==> src/rtl/unidade_controle_rodadas.sv <==
// Round-based control unit for the sequence-memory game.
// Owns position, round and play-timeout counters; outputs are registered Moore decodes.
module unidade_controle_rodadas #(
  parameter int N_RODADAS      = 16,
  parameter int ADDR_W         = 4,
  parameter int TIMEOUT_CICLOS = 5000,
  parameter int TIMEOUT_W      = 13,
  parameter int TIMEOUT_EN     = 1
) (
  input  logic              clock,
  input  logic              reset,
  input  logic              iniciar,
  input  logic              jogada,
  input  logic              igual,
  output logic [ADDR_W-1:0] endereco,
  output logic [ADDR_W-1:0] rodada,
  output logic              zeraR,
  output logic              registraR,
  output logic              acertou,
  output logic              errou,
  output logic              timeout,
  output logic              pronto,
  output logic [3:0]        db_estado
);

  typedef enum logic [3:0] {
    inicial        = 4'h0,
    inicializa     = 4'h1,
    inicio_rodada  = 4'h2,
    espera         = 4'h3,
    registra       = 4'h4,
    compara        = 4'h5,
    proxima        = 4'h6,
    proxima_rodada = 4'h7,
    final_acerto   = 4'hA,
    final_timeout  = 4'hD,
    final_erro     = 4'hE
  } estado_t;

  estado_t              estado, estado_prox;
  logic [ADDR_W-1:0]    endereco_prox, rodada_prox;
  logic [TIMEOUT_W-1:0] contagem, contagem_prox;

  function automatic logic [3:0] codigo(input estado_t e);
    case (e)
      inicial, inicializa, inicio_rodada, espera, registra, compara,
      proxima, proxima_rodada, final_acerto, final_timeout, final_erro: codigo = e;
      default: codigo = 4'h8;
    endcase
  endfunction

  always_comb begin
    estado_prox   = estado;
    endereco_prox = endereco;
    rodada_prox   = rodada;
    contagem_prox = contagem;
    case (estado)
      inicial:       if (iniciar) estado_prox = inicializa;
      inicializa: begin
        rodada_prox = '0;
        estado_prox = inicio_rodada;
      end
      inicio_rodada: begin
        endereco_prox = '0;
        contagem_prox = '0;
        estado_prox   = espera;
      end
      espera: begin
        // a play in the expiry cycle still wins over the timeout
        if (jogada)
          estado_prox = registra;
        else if ((TIMEOUT_EN != 0) && (contagem == TIMEOUT_W'(TIMEOUT_CICLOS - 1)))
          estado_prox = final_timeout;
        else
          contagem_prox = contagem + TIMEOUT_W'(1);
      end
      registra:      estado_prox = compara;
      compara: begin
        if (!igual)
          estado_prox = final_erro;
        else if (endereco != rodada)
          estado_prox = proxima;
        else if (rodada == ADDR_W'(N_RODADAS - 1))
          estado_prox = final_acerto;
        else
          estado_prox = proxima_rodada;
      end
      proxima: begin
        endereco_prox = endereco + ADDR_W'(1);
        contagem_prox = '0;
        estado_prox   = espera;
      end
      proxima_rodada: begin
        rodada_prox = rodada + ADDR_W'(1);
        estado_prox = inicio_rodada;
      end
      final_acerto, final_erro, final_timeout:
        if (iniciar) estado_prox = inicializa;
      default:       estado_prox = inicial;
    endcase
  end

  // Outputs are decoded from the next state so they line up with the state register.
  always_ff @(posedge clock) begin
    if (reset) begin
      estado    <= inicial;
      endereco  <= '0;
      rodada    <= '0;
      contagem  <= '0;
      zeraR     <= 1'b1;
      registraR <= 1'b0;
      acertou   <= 1'b0;
      errou     <= 1'b0;
      timeout   <= 1'b0;
      pronto    <= 1'b0;
      db_estado <= 4'h0;
    end else begin
      estado    <= estado_prox;
      endereco  <= endereco_prox;
      rodada    <= rodada_prox;
      contagem  <= contagem_prox;
      zeraR     <= (estado_prox == inicial) || (estado_prox == inicializa);
      registraR <= (estado_prox == registra);
      acertou   <= (estado_prox == final_acerto);
      errou     <= (estado_prox == final_erro);
      timeout   <= (estado_prox == final_timeout);
      pronto    <= (estado_prox == final_acerto) || (estado_prox == final_erro) ||
                   (estado_prox == final_timeout);
      db_estado <= codigo(estado_prox);
    end
  end

endmodule
==> config.mk <==
export PLATFORM = sky130hd
export DESIGN_NAME = unidade_controle_rodadas
export DESIGN_NICKNAME = d
export VERILOG_FILES = /design/src/rtl/unidade_controle_rodadas.sv
export SDC_FILE = /design/constraint.sdc
export NUM_CORES = 1
export LEC_CHECK = 0
export BUFFER_PORTS_ARGS = -buffer_cell sky130_fd_sc_hd__buf_4
export CORE_MARGIN = 1.5
export CORE_UTILIZATION = 30
export DETAILED_ROUTE_END_ITERATION = 8
export PLACE_DENSITY_LB_ADDON = 0.3
export SETUP_SLACK_MARGIN = 0.02
export SKIP_CTS_REPAIR_TIMING = 1
export SLEW_MARGIN = 40
export SYNTH_ARGS = -nofsm -noshare
export SYNTH_HDL_FRONTEND = slang
export SYNTH_SLANG_ARGS = --single-unit
export TNS_END_PERCENT = 100
==> constraint.sdc <==
create_clock -name clock -period 2.18 [get_ports clock]
set_input_delay 0.436 -clock clock [delete_from_list [all_inputs] [get_ports clock]]
set_output_delay 0.436 -clock clock [all_outputs]
set_load 0.1 [all_outputs]
# == Word level (Yosys, flattened, before mapping) ==
# Cells that the tools add are included.
# Widths: inputs -> output; s select.
# word_totals
inputBits,5
elab_cells,68
n_memories,0
output_inout_bits,18
ff_bits,35
latch_bits,0
rom_bits,0
ramBits,0
# op_classes
muxes,13
reduce_logical,14
n_addsub,3
n_div,0
shifts,0
eq_ne,25
n_lt_le_gt_ge,0
n_mul,0
bitwise_logic,1
# ops
op,n
$eq 4x3->1 const B,8
$eq 4x4->1 const B,7
$mux 4,7
$mux 13,2
$pmux 13 s2,1
$pmux 4 s6,1
$eq 4x2->1 const B,4
$pmux 4 s2,2
$add 13x1->13 const B,1
$eq 13x13->1 const B,1
$reduce_or 11->1,1
$add 4x1->4 const B,2
$eq 4x1->1 const B,2
$logic_not 4->1,2
$reduce_bool 2->1,3
$reduce_or 2->1,3
$ne 2x2->1 const B,2
$ne 4x4->1,1
$reduce_or 4->1,1
$logic_or 1x1->1,3
$reduce_and 3->1,1
$not 1->1,1

# == Logic depth before layout (Yosys ltp) ==
# Gate-level depths: netlist of run 1.
# logic_depth
depth_word,9
depth_mapped,7
mapped_depth_nobuf,6

# == Least setup slack after synthesis of run 1 ==
# No wires, ideal clock.
# synth_path
kind,flip-flop to flip-flop
startpoint,register rodada[0]
endpoint,register acertou
setup_time_ps,61
path_stages_with_launch,7
required_time_ps,2119
setup_slack_ps,-15
t_arrival_ps,2134
n_path_buf,0
path_cell_list,dfxtp_1 -> ha_1 -> nand3_1 -> nand2_1 -> nor3_1 -> or2_1 -> and4bb_1
# synth_via
elab_chain_cells,6
word_cells_on_any_way,7
classes_between,eq/ne: 3; mux: 4
# synth_rtl
item,line,text
start: declaration,16,"output logic [ADDR_W-1:0] rodada,"
start signal: assignment,120,rodada <= rodada_prox;
$eq 4x4->1,83,else if (rodada == ADDR_W'(N_RODADAS - 1))
$mux 4,83,
$mux 4 (*),81,else if (endereco != rodada)
$mux 4 (*),79,if (!igual)
$pmux 4 s6 (*),57,case (estado)
$eq 4x4->1 (*),124,acertou <= (estado_prox == final_acerto);
end signal: assignment,124,
end: declaration,19,"output logic acertou,"
# Mark *: on every way between the ends. The rest lies on a longest branch, timed or not.
# A chain may end at the register's enable or synchronous reset.

# == Worst setup path in the final report of run 1 ==
# layout_path
startpoint,register estado[3]
endpoint,register acertou
# layout_via
elab_chain_cells,4
word_cells_on_any_way,19
classes_between,eq/ne: 11; mux: 4; reduce/logical: 4
# layout_rtl
item,line,text
start: declaration,40,"estado_t estado, estado_prox;"
start signal: assignment,106,estado <= inicial;
start signal: assignment,118,estado <= estado_prox;
$eq 4x4->1 (tied with other cells),57,
$reduce_or 4->1 (no source line) (tied with other cells),--,
$pmux 4 s6 (*),57,
$eq 4x4->1 (*),124,
# Marked as above.

==> flow_summary.json, run 1 <==
{
  "outcome": "completed",
  "grt_max_degree": 21,
  "power_mw": 1.494,
  "die_h_um": 79.17,
  "instances_no_fill": 291,
  "setup_viol": 0,
  "p_per_area_mw_per_mm2": 711.4,
  "clockRootBuffer": "clkbuf_8",
  "mostFrequentLayoutCells": "dfxtp_1 (33), nor2_1 (28), buf_4 (26)",
  "postSynthAreaPerCell_sq_um": 8.971,
  "fillers": 597,
  "core_area_sq_mm": 0.005540,
  "crit_required_ns": 2.41,
  "skew_ns": 0.01087,
  "post_drt_via_cell_ratio": 4.849,
  "maxSlewViolCount": 0,
  "wire_per_inst_um": 12.21,
  "ys_warn_count": 0,
  "syn_inst": 194,
  "cpMaxStageDelayCell": "dfxtp_1",
  "hpwl_um": 2583,
  "worstPathCellList": "nand2b_1, nor2_1, a2111o_1, or2_1, and4bb_1",
  "io_pins": 23,
  "gp_congestion": 0.7665,
  "start_kind": "register",
  "hold_viol": 0,
  "area_delta_synth_final_pct": 20.70,
  "wirelength_um": 3553,
  "critical-path-max-stage-delay_ns": 0.60,
  "synth_fp_nets": 202,
  "antenna_found_initial": 0,
  "grt_pass1_vias": 1330,
  "crit_family": "simple AND/OR/NAND/NOR gates",
  "yosys_register_bits": 35,
  "dp.cells": 283,
  "clk_pin_slew_ns": 0.08,
  "dr.pass1.iters": 4,
  "ys.flop_type": "dfxtp_1",
  "start_util_pct": 31.41,
  "period_needed_ns": 1.931,
  "diodes": 0,
  "drv_cap": 0,
  "placement_rows": 27,
  "cts-buffers-inserted": 5,
  "drtAntennaViolNets": 0,
  "grt_overflow": 0,
  "syn-cell-area_sq_mm": 0.001740,
  "relSlewSlack_pct": 69.88,
  "rsz0062_at_grt": "false",
  "max_freq_mhz": 517.8,
  "synth.distinct_cells": 47,
  "crit_type": "register to register",
  "finalCritPeriodShare_pct": 88.58,
  "drive_gt1_share_pct": 23.29,
  "grt_use_total_pct": 12.58,
  "die_w_um": 79.17,
  "final_common_cell": "dfxtp_1",
  "clk_latency_ns": 0.29,
  "clockBufferDepth": 2,
  "async_reset_ff_share_pct": 0,
  "crit_path_end_kind": "register",
  "fin_nets": 226,
  "cts_tree": "done",
  "setup_tns_ns": 0,
  "grt_pass1_wl_um": 6258,
  "worstPathBufferInverterCount": 0,
  "drtIter0Drc": 75,
  "irDropWorstVdd_uv": 345.6,
  "path_max_fanout": 15,
  "arrival_ns": 2.16,
  "num_vias": 1411,
  "ys_seq_area_share_pct": 40.26,
  "clock-sinks": 35,
  "die_area_sq_mm": 0.006267,
  "cellLeakagePower_nw": 0.7913,
  "hold_path_class": "input port to register",
  "drcViolationCount": 0,
  "htreeDepth": 2,
  "io_buffers": 22,
  "worstMarginPinSlew_ns": 0.4512,
  "synth_edf_count": 0
}
-- routing by layer --
| metal | vias up | global-route usage (%) | share of wire [%] |
|---|---|---|---|
| met5 | - | 0 | 0 |
| met2 | 24 | 19.49 | 45 |
| li1 | 728 | - | - |
| met3 | 6 | 3.678 | 3.8 |
| met4 | 0 | 4.211 | 1.4 |
| met1 | 653 | 16.63 | 50 |
-- worst reg2reg max path: cells and delay by family, from the launching register on --
| kind | cells | cell delay, ns |
|---|---|---|
| AND/OR/NAND/NOR | 4 | 0.87 |
| flip-flops | 1 | 0.60 |
| AO/OA/AOI/OAI | 1 | 0.40 |
-- final timing paths --
path              slack, ns                   endpoint                      start  cells past startpoint
setup / recovery       0.25         acertou$_SDFF_PP0_       estado[3]$_SDFF_PP0_                      5
hold / removal         0.46    db_estado[3]$_SDFF_PP0_                      reset                      2
setup reg to reg       0.25         acertou$_SDFF_PP0_       estado[3]$_SDFF_PP0_                      5
hold reg to reg        0.51  contagem[12]$_SDFFE_PP0P_  contagem[12]$_SDFFE_PP0P_                      2
-- state kept, by name, indices dropped and copies added, names as in the netlist --
signal	flops
estado	4
contagem	13
timeout	1
errou	1
db_estado	4
endereco	4
zeraR	1
rodada	4
acertou	1
registraR	1
pronto	1
-- report_power, final --
part | switching [mW] | total, mW | internal, mW
Sequential | 0.0191 | 0.675 | 0.656
Combinational | 0.156 | 0.231 | 0.0752
Clock | 0.247 | 0.588 | 0.340
Total | 0.423 | 1.49 | 1.07
-- through the flow --
stage                     instance area [sq um]  worst slack [ns]  hold WS, ns  util (%)
after floorplan                            1743           0.06434       0.4709         -
after global placement                     1988            0.2870       0.4939     35.89
after detailed placement                   1988            0.2695       0.5039     35.89
after CTS                                  2101            0.2486       0.4597     37.92
after global routing                       2101            0.1049       0.4750     37.92
final                                      2101            0.2489       0.4604     37.92
-- Yosys cell counts, types with 2 or more instances --
| library cell | count | share of area, % |
|---|---|---|
| nor4_2 | 3 | 2.2 |
| buf_2 | 5 | 1.4 |
| xor2_1 | 8 | 4.0 |
| or2_1 | 2 | 0.72 |
| nand3b_1 | 3 | 1.3 |
| inv_1 | 4 | 0.86 |
| and2_1 | 3 | 1.1 |
| o21ai_0 | 5 | 1.4 |
| nor3b_2 | 2 | 1.4 |
| o21ba_2 | 3 | 1.7 |
| nand2b_1 | 2 | 0.72 |
| mux2i_1 | 3 | 1.7 |
| nand3_1 | 9 | 2.6 |
| clkbuf_1 | 4 | 0.86 |
| a211oi_1 | 2 | 0.86 |
| a31oi_1 | 2 | 0.72 |
| nor4b_2 | 4 | 3.5 |
| ha_1 | 3 | 2.2 |
| dfxtp_1 | 35 | 40 |
| xnor2_1 | 9 | 4.5 |
| and3_1 | 2 | 0.72 |
| a22oi_1 | 2 | 0.86 |
| a21oi_1 | 8 | 2.3 |
| nor2_1 | 28 | 6.0 |
| nand4_1 | 4 | 1.4 |
| nand2_1 | 9 | 1.9 |
| nor3_1 | 7 | 2.0 |
| and4_1 | 2 | 1.0 |
| nor2b_1 | 3 | 1.1 |
-- area by class of cell --
| type | count | area [sq um] | share of cell area, % |
|---|---|---|---|
| repair buffers | 26 | 195.2 | 9.291 |
| clock buffers | 5 | 68.82 | 3.276 |
| multi-input cells | 145 | 980.9 | 46.69 |
| clock inverters | 3 | 43.79 | 2.085 |
| inverters | 5 | 18.77 | 0.8934 |
| well taps | 72 | 90.09 | 4.288 |
| flip-flops and latches | 35 | 703.2 | 33.47 |
-- cell families (layout without fill, tap and decap cells) --
| kind of cell | count (synthesis) | count (layout) | synth area share (%) |
|---|---|---|---|
| compound gates | 29 | 29 | 11.50 |
| xor+xnor | 17 | 17 | 8.555 |
| fa+ha+maj | 3 | 3 | 2.157 |
| buf+inv | 14 | 39 | 3.378 |
| flops | 35 | 35 | 40.26 |
| mux | 3 | 3 | 1.725 |
| simple gates | 93 | 93 | 32.42 |
Power figures use the tool's default switching activity.
==> inputs of run 2 (changes only) <==
Settings changed: CORE_UTILIZATION 30 to 35.
Clock period 2.18 ns to 2.5 ns, I/O delays scaled along.
==> flow_summary.json, run 2 (same netlist as run 1, synthesis figures left out) <==
{
  "crit_start": "estado[1]$_SDFF_PP0_",
  "busiest_layer": "met2",
  "p_per_area_mw_per_mm2": 622.9,
  "largest_reg_flops": 13,
  "r2r_start": "estado[1]$_SDFF_PP0_",
  "die_area_sq_mm": 0.005404,
  "arrival_ns": 2.27,
  "placement_rows": 25,
  "post_drt_via_cell_ratio": 4.940,
  "whs_endpoint": "contagem[12]$_SDFFE_PP0P_",
  "cellLeakagePower_nw": 0.7863,
  "htreeDepth": 2,
  "hold_path_startpoint": "contagem[12]$_SDFFE_PP0P_",
  "core_area_sq_mm": 0.004755,
  "crit_type": "register to register",
  "grt_overflow": 0,
  "r2r_end": "errou$_SDFF_PP0_",
  "relSlewSlack_pct": 61.13,
  "die_h_um": 73.52,
  "rsz0062_at_grt": "false",
  "hpwl_um": 2490,
  "die_w_um": 73.52,
  "irDropWorstVdd_uv": 368.7,
  "io_pins": 23,
  "worstMarginPinSlew_ns": 0.5830,
  "crit_required_ns": 2.71,
  "hold_path_class": "register to register",
  "min_path_cells": 2,
  "wirelength_um": 3447,
  "cts_tree": "done",
  "grt_use_total_pct": 14.00,
  "clk_pin_slew_ns": 0.08,
  "clockBufferDepth": 2,
  "start_kind": "register",
  "area_delta_synth_final_pct": 19.77,
  "path_max_fanout": 16,
  "gp_congestion": 0.8373,
  "diodes": 0,
  "skew_ns": 0.01024,
  "use_met3_pct": 5.487,
  "period_needed_ns": 2.061,
  "num_vias": 1408,
  "grtUsageMet1_pct": 18.53,
  "grt_pass1_wl_um": 5816,
  "clockRootBuffer": "clkbuf_8",
  "mostFrequentLayoutCells": "dfxtp_1 (35), nor2_1 (28), buf_4 (25)",
  "wire_per_inst_um": 12.09,
  "clk_latency_ns": 0.29,
  "grt_pass1_vias": 1238,
  "use_met2_pct": 21.22,
  "hold_viol": 0,
  "drtAntennaViolNets": 0,
  "setup_viol": 0,
  "outcome": "completed",
  "drive_gt1_share_pct": 22.02,
  "fin_nets": 225,
  "grt_max_degree": 21,
  "power_mw": 1.298,
  "regMostFlops": "contagem",
  "clock-sinks": 35,
  "antenna_found_initial": 0,
  "io_buffers": 22,
  "drv_cap": 0,
  "setup_tns_ns": 0,
  "final_common_cell": "dfxtp_1",
  "dr.pass1.iters": 4,
  "finalCritPeriodShare_pct": 82.44,
  "cts-buffers-inserted": 5,
  "drcViolationCount": 0,
  "crit_path_end_kind": "register",
  "maxSlewViolCount": 0,
  "max_freq_mhz": 485.2,
  "reg2regPathDepth": 5,
  "start_util_pct": 36.61,
  "drtIter0Drc": 42,
  "r2r_slack_ns": 0.44
}
## run 2: stage by stage
step	hold WS, ns	area, sq um	util (%)	cells	worst slack, ns
2_1_floorplan	0.4709	1740	-	194	0.3046
6_report	0.5103	2085	43.84	285	0.4390
3_5_place_dp	0.5010	1972	41.47	277	0.4606
3_3_place_gp	0.4906	1972	41.47	277	0.5428
5_1_grt	0.5332	2085	43.84	285	0.2446
4_1_cts	0.5182	2085	43.84	285	0.4307
## run 2: metal layers
metal / vias up / share of wire (%) / routed length, um
met4: 0 / 1.0 / 36
met2: 18 / 46 / 1573
met1: 654 / 50 / 1710
met3: 4 / 3.7 / 126
met5: - / 0 / 0
li1: 732 / - / -
## run 2: critical path, cell delays in order, from the launching register on
cell and delay, ns:
dfxtp_1 0.63, nand4bb_1 0.24, or2_0 0.45, o22ai_2 0.31, and2b_1 0.18, nor4b_2 0.17
## run 2: power by group
part	internal, mW	switching [mW]	total, mW	leakage, nW
registers	0.572	0.0209	0.593	0.283
logic	0.0619	0.131	0.193	0.445
clock network	0.297	0.216	0.512	0.0581
## run 2: worst max-delay path by stage
stage | slack, ns | to | depth (start not counted)
3_3_place_gp | 0.54 | acertou$_SDFF_PP0_ | 5
6_report | 0.44 | errou$_SDFF_PP0_ | 5
2_1_floorplan | 0.30 | acertou$_SDFF_PP0_ | 6
4_1_cts | 0.43 | errou$_SDFF_PP0_ | 5
5_1_grt | 0.24 | errou$_SDFF_PP0_ | 5
3_5_place_dp | 0.46 | errou$_SDFF_PP0_ | 5
## run 2: area by class of cell
type                            count  area [sq um]
Sequential cell                    35         700.7
Clock inverter                      3         43.79
Multi-Input combinational cell    145         980.9
Clock buffer                        5         68.82
Timing Repair Buffer               25         187.7
Fill cell                         498          2670
Inverter                            5         18.77
Tap cell                           67         83.83
==> inputs of run 3 (changes only) <==
Clock period 2.5 ns to 1.7 ns, I/O delays scaled along.
==> flow_summary.json, run 3 (same netlist as run 1, synthesis figures left out) <==
{
  "reg2regPathDepth": 5,
  "clk_latency_ns": 0.30,
  "max_freq_mhz": 604.2,
  "relSlewSlack_pct": 67.00,
  "regMostFlops": "contagem",
  "grt_pass1_vias": 1360,
  "clockRootBuffer": "clkbuf_8",
  "grt_overflow": 0,
  "antenna_found_initial": 0,
  "die_area_sq_mm": 0.005404,
  "r2r_end": "errou$_SDFF_PP0_",
  "htreeDepth": 2,
  "clockBufferDepth": 2,
  "wire_per_inst_um": 12.57,
  "period_needed_ns": 1.655,
  "die_w_um": 73.52,
  "start_util_pct": 36.61,
  "cellLeakagePower_nw": 0.9376,
  "clk_pin_slew_ns": 0.08,
  "wirelength_um": 3921,
  "hold_viol": 0,
  "crit_required_ns": 1.92,
  "p_per_area_mw_per_mm2": 755.0,
  "drv_cap": 0,
  "fin_nets": 252,
  "gp_congestion": 0.8045,
  "cts_tree": "done",
  "largest_reg_flops": 13,
  "num_vias": 1519,
  "drive_gt1_share_pct": 41.22,
  "rsz0062_at_grt": "true",
  "io_pins": 23,
  "hpwl_um": 2671,
  "crit_path_end_kind": "register",
  "hold_path_startpoint": "reset",
  "outcome": "completed",
  "irDropWorstVdd_uv": 614.4,
  "final_common_cell": "buf_4",
  "area_delta_synth_final_pct": 40.91,
  "post_drt_via_cell_ratio": 4.869,
  "arrival_ns": 1.87,
  "r2r_slack_ns": 0.05,
  "die_h_um": 73.52,
  "diodes": 0,
  "whs_endpoint": "rodada[3]$_SDFFE_PP0P_",
  "drcViolationCount": 0,
  "dr.pass1.iters": 4,
  "r2r_start": "estado[0]$_SDFF_PP0_",
  "maxSlewViolCount": 0,
  "clock-sinks": 35,
  "hold_path_class": "input port to register",
  "start_kind": "register",
  "min_path_cells": 2,
  "worstPathCellList": "nor2b_1, and3_1, a2111o_1, or2_4, nor4b_2",
  "drtIter0Drc": 53,
  "hold_slack_ns": 0.3523,
  "io_buffers": 22,
  "drtAntennaViolNets": 0,
  "crit_type": "register to register",
  "worstMarginPinSlew_ns": 0.4937,
  "dp.cells": 301,
  "skew_ns": 0.009494,
  "core_area_sq_mm": 0.004755,
  "cts-buffers-inserted": 5,
  "instances_no_fill": 312,
  "critical-path-max-stage-delay_ns": 0.39,
  "placement_rows": 25,
  "path_max_fanout": 3,
  "grt_max_degree": 21,
  "cpMaxStageDelayCell": "a2111o_1",
  "finalCritPeriodShare_pct": 97.35,
  "grt_use_total_pct": 15.16,
  "mostFrequentLayoutCells": "buf_4 (48), nor2_1 (28), dfxtp_1 (21)",
  "setup_viol": 0,
  "grt_pass1_wl_um": 6189
}
run 3: cell type report:
class | count | area [sq um]
clock inverter | 3 | 18.77
clock buffer | 5 | 68.82
timing repair buffer | 52 | 414.1
inverter | 5 | 18.77
multi-input combinational | 145 | 1105
fill | 450 | 2302
sequential | 35 | 743.2
tap | 67 | 83.83
run 3: worst max path at each step:
| stage | from | end | slack (ns) | cells past startpoint |
|---|---|---|---|---|
| floorplan | contagem[0]$_SDFFE_PP0P_ | acertou$_SDFF_PP0_ | 0.03 | 6 |
| global placement | estado[1]$_SDFF_PP0_ | errou$_SDFF_PP0_ | -0.02 | 5 |
| detailed placement | estado[1]$_SDFF_PP0_ | errou$_SDFF_PP0_ | -0.02 | 5 |
| CTS | estado[1]$_SDFF_PP0_ | errou$_SDFF_PP0_ | -0.06 | 5 |
| global route | estado[0]$_SDFF_PP0_ | db_estado[2]$_SDFF_PP0_ | -0.01 | 8 |
| finish | estado[0]$_SDFF_PP0_ | errou$_SDFF_PP0_ | 0.05 | 5 |
run 3: critical path: cells and delay by family (launching register included):
kind / cells / cell delay (ns)
DFF: 1 / 0.35
AOI/OAI and AO/OA: 1 / 0.39
and+or+nand+nor: 4 / 0.84
run 3: metrics by stage:
stage,power (mW),cell area (sq um),setup TNS (ns),utilization (%),setup slack (ns)
detailed placement,1.207,2182,-0.03008,45.89,-0.01705
global placement,1.207,2182,-0.03677,45.89,-0.01873
floorplan,1.105,1770,0,-,0.02816
CTS,1.829,2270,-0.1661,47.74,-0.06459
finish,1.852,2452,0,51.58,0.04503
global route,1.938,2452,-0.03041,51.58,-0.01095
run 3: where the power goes:
group          internal, mW  total (mW)  switching (mW)
Sequential            0.832       0.850          0.0181
Combinational         0.153       0.389           0.235
Clock                 0.286       0.613           0.327
Total                  1.27        1.85           0.580
run 3: per-layer routing:
layer | up-vias | track usage, % | wire length (um)
met1 | 703 | 19.26 | 1798
met5 | - | 0 | 0
met2 | 22 | 23.92 | 1934
li1 | 786 | - | -
met3 | 8 | 3.704 | 122
met4 | 0 | 7.407 | 65
